--- src/rtl/axi_dma_pkg.sv ---
// Shared definitions for the read and write DMA engines: AXI encodings,
// burst geometry and the read-side state machine encoding.
package axi_dma_pkg;

   // AXI AxSIZE encodings (bytes per beat)
   localparam logic [2:0] SIZE_BYTE = 3'b000;
   localparam logic [2:0] SIZE_HALF = 3'b001;
   localparam logic [2:0] SIZE_WORD = 3'b010;

   // AXI xRESP encodings
   localparam logic [1:0] RESP_OKAY   = 2'b00;
   localparam logic [1:0] RESP_EXOKAY = 2'b01;
   localparam logic [1:0] RESP_SLVERR = 2'b10;
   localparam logic [1:0] RESP_DECERR = 2'b11;

   // Longest burst issued, in beats, and its log2
   localparam int FIXED_BURST_SIZE = 256;
   localparam int LOG_BURST_SIZE   = 8;

   // Transaction ID used for every request
   localparam int DEFAULT_ID = 0;

   // Read DMA states
   typedef enum logic [1:0] {
      RD_IDLE,
      RD_PRE,
      RD_START,
      RD_SEQ
   } rd_state_e;

endpackage

--- src/rtl/axi_dma_rd.sv ---
// AXI4 read DMA master: fetches num_trans 32-bit words starting at start_addr
// as incrementing bursts of up to 256 beats and passes them straight through
// to the user-side stream. Response and RLAST problems are flagged but never
// stop the transfer; burst termination is driven by the local beat counter.
module axi_dma_rd
   import axi_dma_pkg::*;
#(
   parameter int BITS_TRANS   = 18,
   parameter int AXI_WIDTH_ID = 4,
   parameter int AXI_WIDTH_AD = 32,
   parameter int AXI_WIDTH_DA = 32
) (
   input  logic                    clk,
   input  logic                    rst,
   // AR channel
   output logic                    M_ARVALID,
   input  logic                    M_ARREADY,
   output logic [AXI_WIDTH_AD-1:0] M_ARADDR,
   output logic [7:0]              M_ARLEN,
   output logic [AXI_WIDTH_ID-1:0] M_ARID,
   output logic [2:0]              M_ARSIZE,
   output logic [1:0]              M_ARBURST,
   output logic [1:0]              M_ARLOCK,
   output logic [3:0]              M_ARCACHE,
   output logic [2:0]              M_ARPROT,
   output logic [3:0]              M_ARQOS,
   output logic [3:0]              M_ARREGION,
   output logic [3:0]              M_ARUSER,
   // R channel
   input  logic                    M_RVALID,
   output logic                    M_RREADY,
   input  logic [AXI_WIDTH_DA-1:0] M_RDATA,
   input  logic [1:0]              M_RRESP,
   input  logic                    M_RLAST,
   input  logic [AXI_WIDTH_ID-1:0] M_RID,
   // control and user side
   input  logic                    start_dma,
   input  logic [BITS_TRANS-1:0]   num_trans,
   input  logic [AXI_WIDTH_AD-1:0] start_addr,
   output logic                    done_o,
   output logic [AXI_WIDTH_DA-1:0] outdata,
   output logic                    outdata_vld,
   input  logic                    outdata_rdy,
   output logic                    fail_check,
   output logic                    err_sticky
);

   rd_state_e                 r_state;
   rd_state_e                 w_state_next;
   logic [BITS_TRANS-1:0]     r_num_trans;
   logic [BITS_TRANS-1:0]     r_burst_cnt;
   logic [AXI_WIDTH_AD-1:0]   r_addr;
   logic [7:0]                r_len;
   logic [7:0]                r_beat_cnt;
   logic                      r_fail;
   logic                      r_err;

   logic [BITS_TRANS-1:0]     w_remain;
   logic [7:0]                w_len_calc;
   logic [LOG_BURST_SIZE:0]   w_beats;
   logic                      w_all_done;
   logic                      w_beat;
   logic                      w_last_beat;
   logic                      w_err_beat;
   logic                      w_unused_rid;

   // Fixed AR attributes: single ID, 32-bit incrementing bursts, top QoS
   assign M_ARID     = AXI_WIDTH_ID'(DEFAULT_ID);
   assign M_ARSIZE   = SIZE_WORD;
   assign M_ARBURST  = 2'b01;
   assign M_ARLOCK   = 2'b00;
   assign M_ARCACHE  = 4'b0000;
   assign M_ARPROT   = 3'b000;
   assign M_ARQOS    = 4'b1111;
   assign M_ARREGION = 4'b0000;
   assign M_ARUSER   = 4'b0000;
   assign M_ARADDR   = r_addr;
   assign M_ARLEN    = r_len;
   assign fail_check = r_fail;
   assign err_sticky = r_err;

   // Response ID is not checked: only one ID is ever issued
   assign w_unused_rid = ^M_RID;

   // Burst sizing from the true remaining word count
   assign w_remain    = r_num_trans - r_burst_cnt;
   assign w_len_calc  = (w_remain >= BITS_TRANS'(FIXED_BURST_SIZE))
                        ? 8'(FIXED_BURST_SIZE - 1) : (w_remain[7:0] - 8'd1);
   assign w_beats     = {1'b0, r_len} + 9'd1;
   assign w_all_done  = (r_burst_cnt == r_num_trans);
   assign w_beat      = (r_state == RD_SEQ) && M_RVALID && outdata_rdy;
   assign w_last_beat = (r_beat_cnt == r_len);
   assign w_err_beat  = w_beat && ((M_RRESP != RESP_OKAY) || (M_RLAST != w_last_beat));

   // State register
   always_ff @(posedge clk) begin
      if (rst) r_state <= RD_IDLE;
      else     r_state <= w_state_next;
   end

   // Next-state decode and handshake outputs; R channel is a direct passthrough in RD_SEQ
   always_comb begin
      w_state_next = r_state;
      M_ARVALID    = 1'b0;
      M_RREADY     = 1'b0;
      outdata_vld  = 1'b0;
      outdata      = '0;
      done_o       = 1'b0;
      case (r_state)
         RD_IDLE: begin
            if (start_dma) w_state_next = RD_PRE;
         end
         RD_PRE: begin
            if (w_all_done) begin
               done_o       = 1'b1;
               w_state_next = RD_IDLE;
            end else begin
               w_state_next = RD_START;
            end
         end
         RD_START: begin
            M_ARVALID = 1'b1;
            if (M_ARREADY) w_state_next = RD_SEQ;
         end
         RD_SEQ: begin
            M_RREADY    = outdata_rdy;
            outdata_vld = M_RVALID;
            outdata     = M_RDATA;
            if (w_beat && w_last_beat) w_state_next = RD_PRE;
         end
         default: w_state_next = RD_IDLE;
      endcase
   end

   // Transfer bookkeeping: counters, address, burst length and error flags
   always_ff @(posedge clk) begin
      if (rst) begin
         r_num_trans <= '0;
         r_burst_cnt <= '0;
         r_addr      <= '0;
         r_len       <= '0;
         r_beat_cnt  <= '0;
         r_fail      <= 1'b0;
         r_err       <= 1'b0;
      end else begin
         r_fail <= w_err_beat;
         if (w_err_beat) r_err <= 1'b1;
         case (r_state)
            RD_IDLE: begin
               if (start_dma) begin
                  r_num_trans <= num_trans;
                  r_addr      <= start_addr;
                  r_err       <= 1'b0;
               end
            end
            RD_PRE: begin
               if (w_all_done) r_burst_cnt <= '0;
               else            r_len       <= w_len_calc;
            end
            RD_SEQ: begin
               if (w_beat) begin
                  if (w_last_beat) begin
                     r_beat_cnt  <= '0;
                     r_burst_cnt <= r_burst_cnt + BITS_TRANS'(w_beats);
                     r_addr      <= r_addr + AXI_WIDTH_AD'({w_beats, 2'b00});
                  end else begin
                     r_beat_cnt  <= r_beat_cnt + 8'd1;
                  end
               end
            end
            default: ;
         endcase
      end
   end

endmodule

--- config.mk ---
export PLATFORM = sky130hd
export DESIGN_NAME = axi_dma_rd
export DESIGN_NICKNAME = d
export VERILOG_FILES = /design/src/rtl/axi_dma_pkg.sv /design/src/rtl/axi_dma_rd.sv
export SDC_FILE = /design/constraint.sdc
export NUM_CORES = 1
export LEC_CHECK = 0
export BUFFER_PORTS_ARGS = -buffer_cell sky130_fd_sc_hd__buf_4
export CORE_MARGIN = 2
export CORE_UTILIZATION = 47
export DETAILED_ROUTE_END_ITERATION = 10
export GPL_ROUTABILITY_DRIVEN = 0
export PLACE_DENSITY_LB_ADDON = 0.3
export SYNTH_ARGS = -nofsm -noshare
export SYNTH_HDL_FRONTEND = slang
export SYNTH_SLANG_ARGS = --single-unit
--- constraint.sdc ---
create_clock -name clk -period 2.9 [get_ports clk]
set_clock_uncertainty 0.1 [all_clocks]
set_input_delay 0.58 -clock clk [delete_from_list [all_inputs] [get_ports clk]]
set_output_delay 0.58 -clock clk [all_outputs]
set_load 0.02 [all_outputs]
==> flow_metrics.py, run 1 <==
metrics = {
    "worst_hold_path": {
        "hold_end": "r_num_trans[0]$_SDFFE_PP0P_",
        "min_path_type": "reg2reg",
        "min-delay-start": "r_num_trans[0]$_SDFFE_PP0P_",
        "hold_depth": 2,
    },
    "logic_synthesis": {
        "async_reset_ff_share_pct": 0,
        "synthDistinctLibCells": 73,
        "synthCells": 855,
        "ys_ff_latch": 88,
        "synth_area_per_cell_um2": 7.639,
        "ys.flop_type": "dfxtp_1",
        "ys_seq_area_share_pct": 26.97,
        "synth_area_mm2": 0.006531,
        "ys_warn_count": 0,
        "synth_enable_flop_cells": 0,
    },
    "finish": {
        "mostFrequentLayoutCells": "buf_4 (264), nand2_1 (87), a21oi_1 (80)",
        "final_common_cell": "buf_4",
        "syn2layout_area_growth_pct": 42.68,
        "fin_area_mm2": 0.009319,
        "nets": 1237,
        "drive_gt1_share_pct": 34.55,
        "fin_util_pct": 67.93,
    },
    "critical_path": {
        "worstPathCellList": "inv_1 -> ha_4 -> buf_4 -> nand2_1 -> o21ai_0 -> a21oi_2 -> a32oi_2 -> xor2_1 -> or4_4 -> nor4b_4 -> buf_6 -> a31oi_1",
        "arrival_ps": 3100,
        "startpoint_type": "register",
        "slowest_stage": "or4_4",
        "critPathBufInv": 3,
        "end_kind": "register",
        "critPathMaxStageDelay_ps": 530,
        "reg2reg_to": "M_ARLEN[2]$_SDFFE_PP0P_",
        "path_delay_family": "simple AND/OR/NAND/NOR gates",
        "reg2regPathDepth": 12,
        "r2r-start": "r_burst_cnt[9]$_SDFFE_PP0P_",
        "worst_ep_required_time_ps": 3040,
        "cp_max_fo": 8,
        "r2r_slack_ps": -70,
        "worst-setup-path-type": "reg2reg",
    },
    "drt": {
        "wire_per_inst_um": 15.59,
        "ant_nets": 0,
        "vias": 7026,
        "vias_per_cell": 5.485,
        "route.detailed.drc": 0,
        "initialDrtViolationCount": 626,
        "dr.pass1.iters": 5,
        "wl_mm": 19.97,
    },
    "cts": {
        "root_buffer": "clkbuf_16",
        "cts_tree": "done",
        "numCtsBuffers": 9,
        "clock_path_buffers": 2,
        "clk-insertion-delay-late_ps": 350,
        "cts.sinks": 88,
        "htreeDepth": 3,
        "path_clk_slew_ps": 60,
    },
    "global_route": {
        "antenna_found_initial": 0,
        "grt_pass1_vias": 6360,
        "grt-ovfl-total": 0,
        "grtUsageTotal_pct": 26.30,
        "grt_max_degree": 59,
        "grt_pass1_wl_mm": 31.16,
    },
    "pwr": {
        "leakage_nw": 4.157,
        "total_power_mw": 4.441,
        "vdd_drop_max_v": 0.0004535,
        "power_density_mw_per_mm2": 476.6,
    },
    "die": {
        "coreArea_mm2": 0.01372,
        "die_area_mm2": 0.01485,
        "num_rows": 43,
        "num_io_pins": 203,
        "die_h_um": 121.9,
        "start_util_pct": 47.61,
        "fp.dieW_um": 121.9,
    },
    "timing": {
        "tns_ps": -384.7,
        "max_slew_margin_pct": 41.71,
        "maxSlewViolCount": 0,
        "hold_ws_ps": 359.7,
        "finalSetupViolCount": 8,
        "final_hold_viol_count": 0,
        "clock.fmax_mhz": 337.3,
        "period_share_pct": 102.2,
        "rsz0062_at_grt": "yes",
        "fin_crit_ps": 2965,
        "setup_slack_ps": -65.10,
        "worst_pin_slew_ps": 874.3,
    },
    "run_status": {
        "outcome": "complete, but fails checks",
        "violations": "negative setup slack",
    },
    "place": {
        "dp_hpwl_mm": 14.42,
        "port_buffers": 168,
        "dpl-instance-area_mm2": 0.008564,
    },
    "flow_run": {
        "drv_cap": 0,
    },
}
-- final cells by class --
class / count / area [um^2]
multi-input combinational: 687 / 4790
fill: 1170 / 4400
timing repair buffer: 269 / 2056
sequential: 88 / 1778
clock buffer: 12 / 266.5
tap: 180 / 225.2
inverter: 40 / 150.1
clock inverter: 4 / 51.30
antenna: 1 / 2.502
-- worst reg2reg max path: stages, from the launching register on --
cell and delay (ps):
dfxtp_1 310, inv_1 150, ha_4 240, buf_4 140, nand2_1 120, o21ai_0 130, a21oi_2 290, a32oi_2 190
xor2_1 180, or4_4 530, nor4b_4 230, buf_6 170, a31oi_1 80
-- flip-flops by register name (all words and copies together), names as in the netlist --
| register | count |
|---|---|
| M_ARADDR | 32 |
| r_burst_cnt | 18 |
| r_num_trans | 18 |
| M_ARLEN | 8 |
| r_beat_cnt | 8 |
| r_state | 2 |
| err_sticky | 1 |
| fail_check | 1 |
-- what timing repair did --
item	in CTS	in global routing
resized for setup	17	63
cloned	0	2
hold buffers	0	0
setup endpoints to repair	23	39
endpoints found under the hold margin	0	0
pin swaps	12	27
setup buffers	2	5
-- metrics by stage --
stage / cells / setup WS (ps)
6_report: 1281 / -65.10
5_1_grt: 1280 / -179.1
4_1_cts: 1273 / -4.387
3_5_place_dp: 1255 / -107.1
3_3_place_gp: 1255 / -44.14
2_1_floorplan: 883 / 1.481
-- synthesized netlist by cell type, types with 4 or more instances --
cell type,n,area share (%)
a2111oi_0,4,0.54
a211oi_1,17,2.0
a21o_1,14,1.6
a21oi_1,90,6.9
a22oi_1,5,0.57
a311oi_1,4,0.54
a31oi_1,7,0.67
and2_1,38,3.6
and3_1,13,1.2
buf_1,4,0.23
buf_4,30,3.4
clkbuf_1,32,1.8
dfxtp_1,88,27
ha_1,44,8.4
inv_1,40,2.3
mux2i_1,8,1.2
nand2_1,87,5.0
nand2b_1,4,0.38
nand3_1,30,2.3
nand4_1,10,0.96
nor2_1,64,3.7
nor2b_1,10,0.96
nor3_1,13,1.0
nor4_1,7,0.67
o211ai_1,4,0.46
o21a_1,6,0.69
o21ai_0,56,4.3
or2_2,4,0.38
or3_1,10,0.96
xnor2_1,24,3.2
xor2_1,24,3.2
-- power by group --
part           leakage [nW]  internal [mW]  switching (mW)  total (mW)
sequential            0.725           1.31           0.121        1.43
combinational          3.28          0.825           0.932        1.76
clock                 0.155          0.739           0.514        1.25
total                  4.16           2.87            1.57        4.44
-- cell families after synthesis --
family | after synthesis | share of synthesized area [%]
other cells | 2 | 0.1150
xor+xnor | 49 | 6.686
simple gates | 315 | 24.77
mux | 8 | 1.226
buf+inv | 109 | 8.046
flops | 88 | 26.97
compound gates | 237 | 22.84
fa+ha+maj | 47 | 9.349
-- per-layer routing --
layer  global-route usage [%]  vias to the layer above  part of all wire [%]  wire length (um)
met5                        0                        -                     0                 0
met4                    8.980                        0                   2.8               563
met3                    4.541                       42                   5.5              1089
met2                    44.20                      253                    48              9581
met1                    34.08                     3272                    44              8731
li1                         -                     3459                     -                 -
-- worst max-delay path by stage --
stage / depth (start not counted) / slack, ps / start / to
after floorplan: 11 / 1 / M_ARLEN[0]$_SDFFE_PP0P_ / M_ARADDR[26]$_SDFFE_PP0P_
after global routing: 10 / -180 / r_burst_cnt[11]$_SDFFE_PP0P_ / M_ARLEN[7]$_SDFFE_PP0P_
final: 12 / -70 / r_burst_cnt[9]$_SDFFE_PP0P_ / M_ARLEN[2]$_SDFFE_PP0P_
after global placement: 12 / -40 / r_num_trans[0]$_SDFFE_PP0P_ / M_ARLEN[2]$_SDFFE_PP0P_
after CTS: 12 / -4 / r_num_trans[0]$_SDFFE_PP0P_ / M_ARLEN[2]$_SDFFE_PP0P_
after detailed placement: 12 / -110 / r_num_trans[0]$_SDFFE_PP0P_ / M_ARLEN[2]$_SDFFE_PP0P_
(Power assumes the default switching activity.)
==> run 2: changes to the inputs <==
- CELL_PAD_IN_SITES_DETAIL_PLACEMENT: default -> 1
- CELL_PAD_IN_SITES_GLOBAL_PLACEMENT: default -> 1
- CORE_UTILIZATION: 47 -> 37
- clock period: 2.9 -> 3.3 ns (I/O delays scaled with it)
==> run 2 against run 1 <==
The flow now finishes without violations; sequential power fell by 13%; setup slack better by 220 ps; core utilization down 18 points; combinational power shrank 20%; register-to-register slack better by 220 ps; worst hold slack better by 2.0 ps; non-clock buffer count is 51 lower; count of clock-buffer cells in the layout decreased by 1; clock power up 3%; routed wire length up 9.5%; critical path depth unchanged; sequential share of layout area grew 1.3 points; largest cell class unchanged; highest routed layer unchanged.
==> flow_metrics.py, run 2 (synthesis results as in run 1) <==
metrics = {
    "run_status": {
        "outcome": "finished clean",
    },
    "pwr": {
        "p_int_mw": 2.593,
        "p_sw_share_pct": 34.23,
        "p_clk_share_pct": 32.7,
        "leakage_nw": 3.861,
        "vdd_drop_max_v": 0.0003268,
        "power.switching_mw": 1.349,
        "power_density_mw_per_mm2": 455.3,
        "total_power_mw": 3.943,
        "p_comb_share_pct": 35.7,
        "p_seq_share_pct": 31.6,
    },
    "die": {
        "fp.dieW_um": 136.9,
        "die_area_mm2": 0.01873,
        "coreArea_mm2": 0.01730,
        "num_io_pins": 203,
        "num_rows": 48,
        "die_h_um": 136.9,
        "start_util_pct": 37.76,
    },
    "timing": {
        "finalSetupViolCount": 0,
        "max_slew_margin_pct": 37.32,
        "setup_slack_ps": 150.1,
        "final_hold_viol_count": 0,
        "fin_crit_ps": 3150,
        "clock.fmax_mhz": 317.5,
        "worst_pin_slew_ps": 940.2,
        "period_share_pct": 95.45,
        "maxSlewViolCount": 0,
    },
    "finish": {
        "largest_reg_flops": 32,
        "finalNonFillerCells": 1273,
        "n_antenna_cell": 0,
        "final_common_cell": "buf_4",
        "fin_util_pct": 50.07,
        "nets": 1185,
        "mostFrequentLayoutCells": "buf_4 (216), a21oi_1 (88), nand2_1 (87)",
        "syn2layout_area_growth_pct": 32.59,
        "drive_gt1_share_pct": 26.24,
    },
    "place": {
        "port_buffers": 168,
        "place_inst": 1256,
        "dp_hpwl_mm": 16.31,
        "place_ws_ps": -197.6,
    },
    "drt": {
        "route.detailed.drc": 0,
        "initialDrtViolationCount": 285,
        "vias": 6775,
        "wl_mm": 21.86,
        "dr.pass1.iters": 5,
        "ant_nets": 0,
        "wire_per_inst_um": 17.17,
        "vias_per_cell": 5.322,
    },
    "cts": {
        "numCtsBuffers": 9,
        "holdBufCountCts": 0,
        "cts_tree": "done",
        "htreeDepth": 3,
        "clk-insertion-delay-late_ps": 350,
        "clock_path_buffers": 2,
        "cts.sinks": 88,
        "path_clk_slew_ps": 70,
        "root_buffer": "clkbuf_16",
    },
    "worst_hold_path": {
        "min_path_type": "reg2reg",
    },
    "critical_path": {
        "cp_max_fo": 8,
        "startpoint_type": "register",
        "worst-setup-path-type": "reg2reg",
        "arrival_ps": 3280,
        "worst_ep_required_time_ps": 3430,
        "end_kind": "register",
    },
    "flow_run": {
        "drv_cap": 0,
    },
    "global_route": {
        "antenna_found_initial": 0,
        "grt_max_degree": 89,
        "grt_pass1_wl_mm": 35.36,
        "grt-ovfl-total": 0,
        "grt_pass1_vias": 6860,
        "grtUsageTotal_pct": 23.63,
    },
}
## run 2: critical path, stage by stage (launching register included)
cell and delay, ps:
dfxtp_1 330, inv_1 50, ha_1 220, fa_2 370, nor2b_2 140, o31a_1 240, o211ai_2 180, a32oi_2 270
xor2_1 100, or4_4 500, nor4b_4 260, buf_6 180, a21oi_1 80
## run 2: metal layers
layer  global-route usage [%]  vias up  wire length, um
li1                         -     3351                -
met1                    29.61     3271             9757
met2                    42.81      126            11120
met3                    2.519       27              568
met4                    6.529        0              416
met5                        0        -                0
## run 2: power groups by stage
| stage | registers, mW | logic (mW) | clock network, mW |
|---|---|---|---|
| floorplan | 1.33 | 0.793 | 0 |
| detailed placement | 1.27 | 1.35 | 0 |
| global placement | 1.27 | 1.32 | 0 |
| CTS | 1.25 | 1.37 | 1.32 |
| global route | 1.26 | 1.54 | 1.36 |
| finish | 1.25 | 1.41 | 1.29 |
## run 2: area by class of cell
class                   count  area, um^2
repair buffers            218        1653
well taps                 225       281.5
clock buffers              11       242.7
multi-input cells         686        4441
inverters                  40       150.1
fillers                  2199        8637
flip-flops and latches     88        1764
clock inverters             5       127.6
## run 2: through the flow
stage	hold WS [ps]	instance area, um^2	setup TNS, ps
final	361.6	8660	0
after global routing	397.7	8660	-26.12
after CTS	364.6	8571	0
after detailed placement	353.7	8190	-1243
after global placement	344.2	8190	0
after floorplan	336.3	6636	0
## run 2: path summary, 6_finish.rpt
| check | from | endpoint | slack, ps | cells past startpoint |
|---|---|---|---|---|
| setup / recovery | r_num_trans[0]$_SDFFE_PP0P_ | M_ARLEN[0]$_SDFFE_PP0P_ | 150 | 12 |
| hold / removal | r_num_trans[16]$_SDFFE_PP0P_ | r_num_trans[16]$_SDFFE_PP0P_ | 360 | 2 |
| setup reg to reg | r_num_trans[0]$_SDFFE_PP0P_ | M_ARLEN[0]$_SDFFE_PP0P_ | 150 | 12 |
| hold reg to reg | r_num_trans[16]$_SDFFE_PP0P_ | r_num_trans[16]$_SDFFE_PP0P_ | 360 | 2 |
## run 2: what timing repair did
action,in CTS,in global routing
resized for setup,2,21
buffers inserted,0,1
pin swaps,0,5
endpoints found under the setup margin,11,39
cloned,0,0
==> run 3: changes to the inputs <==
- CORE_MARGIN: 2 -> default
==> run 3 against run 2 <==
Combinational power is 6% lower; die area fell by 2.9%; setup slack got worse by 30 ps; first-iteration DRC count up 3.2%; clock power is 12% lower; sequential share of layout area grew 0.57 points; power is 5.8% lower; final area decreased by 2.6%; global-route usage decreased by 0.23 points; sequential power hardly changed.
==> flow_metrics.py, run 3 (synthesis results as in run 1) <==
metrics = {
    "critical_path": {
        "end_kind": "register",
        "worst_ep_required_time_ps": 3440,
        "arrival_ps": 3320,
        "worst-setup-path-type": "reg2reg",
        "cp_max_fo": 8,
        "startpoint_type": "register",
    },
    "die": {
        "num_rows": 48,
        "die_area_mm2": 0.01819,
        "num_io_pins": 203,
        "fp.dieW_um": 134.9,
        "start_util_pct": 37.76,
        "coreArea_mm2": 0.01730,
        "die_h_um": 134.9,
    },
    "drt": {
        "vias": 6782,
        "dr.pass1.iters": 5,
        "wire_per_inst_um": 16.85,
        "vias_per_cell": 5.391,
        "ant_nets": 0,
        "route.detailed.drc": 0,
        "initialDrtViolationCount": 294,
        "wl_mm": 21.19,
    },
    "global_route": {
        "top_usage_layer": "met2",
        "grt_use_met1_pct": 28.65,
        "grtUsageTotal_pct": 23.40,
        "grt_pass1_vias": 6792,
        "met2_usage_pct": 41.24,
        "use_met3_pct": 3.078,
        "grt_pass1_wl_mm": 33.78,
        "grt-ovfl-total": 0,
        "grt_max_degree": 52,
        "antenna_found_initial": 0,
    },
    "pwr": {
        "p_comb_share_pct": 35.6,
        "p_int_mw": 2.403,
        "p_clk_share_pct": 30.7,
        "vdd_drop_max_v": 0.0002749,
        "power_density_mw_per_mm2": 440.4,
        "power.switching_mw": 1.312,
        "total_power_mw": 3.715,
        "p_seq_share_pct": 33.7,
        "p_sw_share_pct": 35.31,
        "leakage_nw": 3.752,
    },
    "timing": {
        "clock.fmax_mhz": 314.5,
        "fin_crit_ps": 3179,
        "maxSlewViolCount": 0,
        "final_hold_viol_count": 0,
        "finalSetupViolCount": 0,
        "period_share_pct": 96.35,
        "worst_pin_slew_ps": 856.1,
        "rsz0062_at_grt": "yes",
        "max_slew_margin_pct": 42.93,
    },
    "cts": {
        "holdBufCountCts": 0,
        "path_clk_slew_ps": 60,
        "root_buffer": "clkbuf_16",
        "clk-insertion-delay-late_ps": 350,
        "clock_path_buffers": 2,
        "cts_tree": "done",
        "htreeDepth": 3,
        "numCtsBuffers": 9,
        "cts.sinks": 88,
    },
    "finish": {
        "mostFrequentLayoutCells": "buf_4 (202), a21oi_1 (89), nand2_1 (87)",
        "final_common_cell": "buf_4",
        "fin_util_pct": 48.76,
        "drive_gt1_share_pct": 24.69,
        "largest_reg_flops": 32,
        "fin_area_mm2": 0.008434,
        "syn2layout_area_growth_pct": 29.14,
        "nets": 1170,
        "n_antenna_cell": 0,
        "nFillCells": 2175,
    },
    "worst_hold_path": {
        "min_path_type": "reg2reg",
    },
    "flow_run": {
        "drv_cap": 0,
    },
    "place": {
        "dpl-instance-area_mm2": 0.008031,
        "port_buffers": 168,
        "dp_hpwl_mm": 15.98,
    },
    "run_status": {
        "outcome": "finished clean",
    },
}
==> run 3: metal layers <==
layer | part of all wire, % | vias to the layer above | routed length [um]
met5 | 0 | - | 0
met4 | 2.6 | 0 | 560
met3 | 3.8 | 33 | 796
met2 | 49 | 156 | 10380
met1 | 45 | 3285 | 9454
li1 | - | 3308 | -
==> run 3: what timing repair did <==
item / in CTS / in global routing
resized for setup: 0 / 16
setup endpoints to repair: 0 / 20
setup buffers: 0 / 5
==> run 3: critical path, stage by stage, from the launching register on <==
cell,delay (ps)
dfxtp_2,330
inv_2,50
ha_4,160
fa_2,400
nor2b_2,140
o31a_1,240
o211ai_2,160
a32oi_1,260
xor2_1,110
or4_4,540
nor4b_4,310
buf_6,180
a31oi_1,80
==> run 3: power groups by stage <==
stage | logic (mW) | registers [mW] | clock network, mW
detailed placement | 1.30 | 1.27 | 0
floorplan | 0.793 | 1.33 | 0
finish | 1.32 | 1.25 | 1.14
global route | 1.45 | 1.26 | 1.20
global placement | 1.26 | 1.27 | 0
CTS | 1.31 | 1.25 | 1.16
==> run 3: final timing paths <==
kind | to | from | slack, ps | depth (start not counted)
worst max-delay path | M_ARLEN[2]$_SDFFE_PP0P_ | r_num_trans[0]$_SDFFE_PP0P_ | 120 | 12
worst min-delay path | r_num_trans[16]$_SDFFE_PP0P_ | r_num_trans[16]$_SDFFE_PP0P_ | 370 | 2
worst max register to register | M_ARLEN[2]$_SDFFE_PP0P_ | r_num_trans[0]$_SDFFE_PP0P_ | 120 | 12
worst min register to register | r_num_trans[16]$_SDFFE_PP0P_ | r_num_trans[16]$_SDFFE_PP0P_ | 370 | 2
==> run 3: layout make-up <==
cell class / count / area, um^2 / area share (%)
flip-flops and latches: 88 / 1767 / 20.95
inverters: 40 / 150.1 / 1.780
repair buffers: 203 / 1528 / 18.11
clock inverters: 4 / 76.32 / 0.9049
well taps: 225 / 281.5 / 3.338
clock buffers: 12 / 246.5 / 2.922
multi-input cells: 686 / 4385 / 52.00
==> run 3: metrics by stage <==
step | setup WS, ps | std cells | setup TNS, ps | hold slack (ps)
2_1_floorplan | 179.1 | 883 | 0 | 336.3
3_3_place_gp | 150.8 | 1237 | 0 | 345.7
3_5_place_dp | 25.36 | 1237 | 0 | 356.7
4_1_cts | 19.36 | 1253 | 0 | 370.9
5_1_grt | -17.45 | 1258 | -32.28 | 393.2
6_report | 120.6 | 1258 | 0 | 367.0
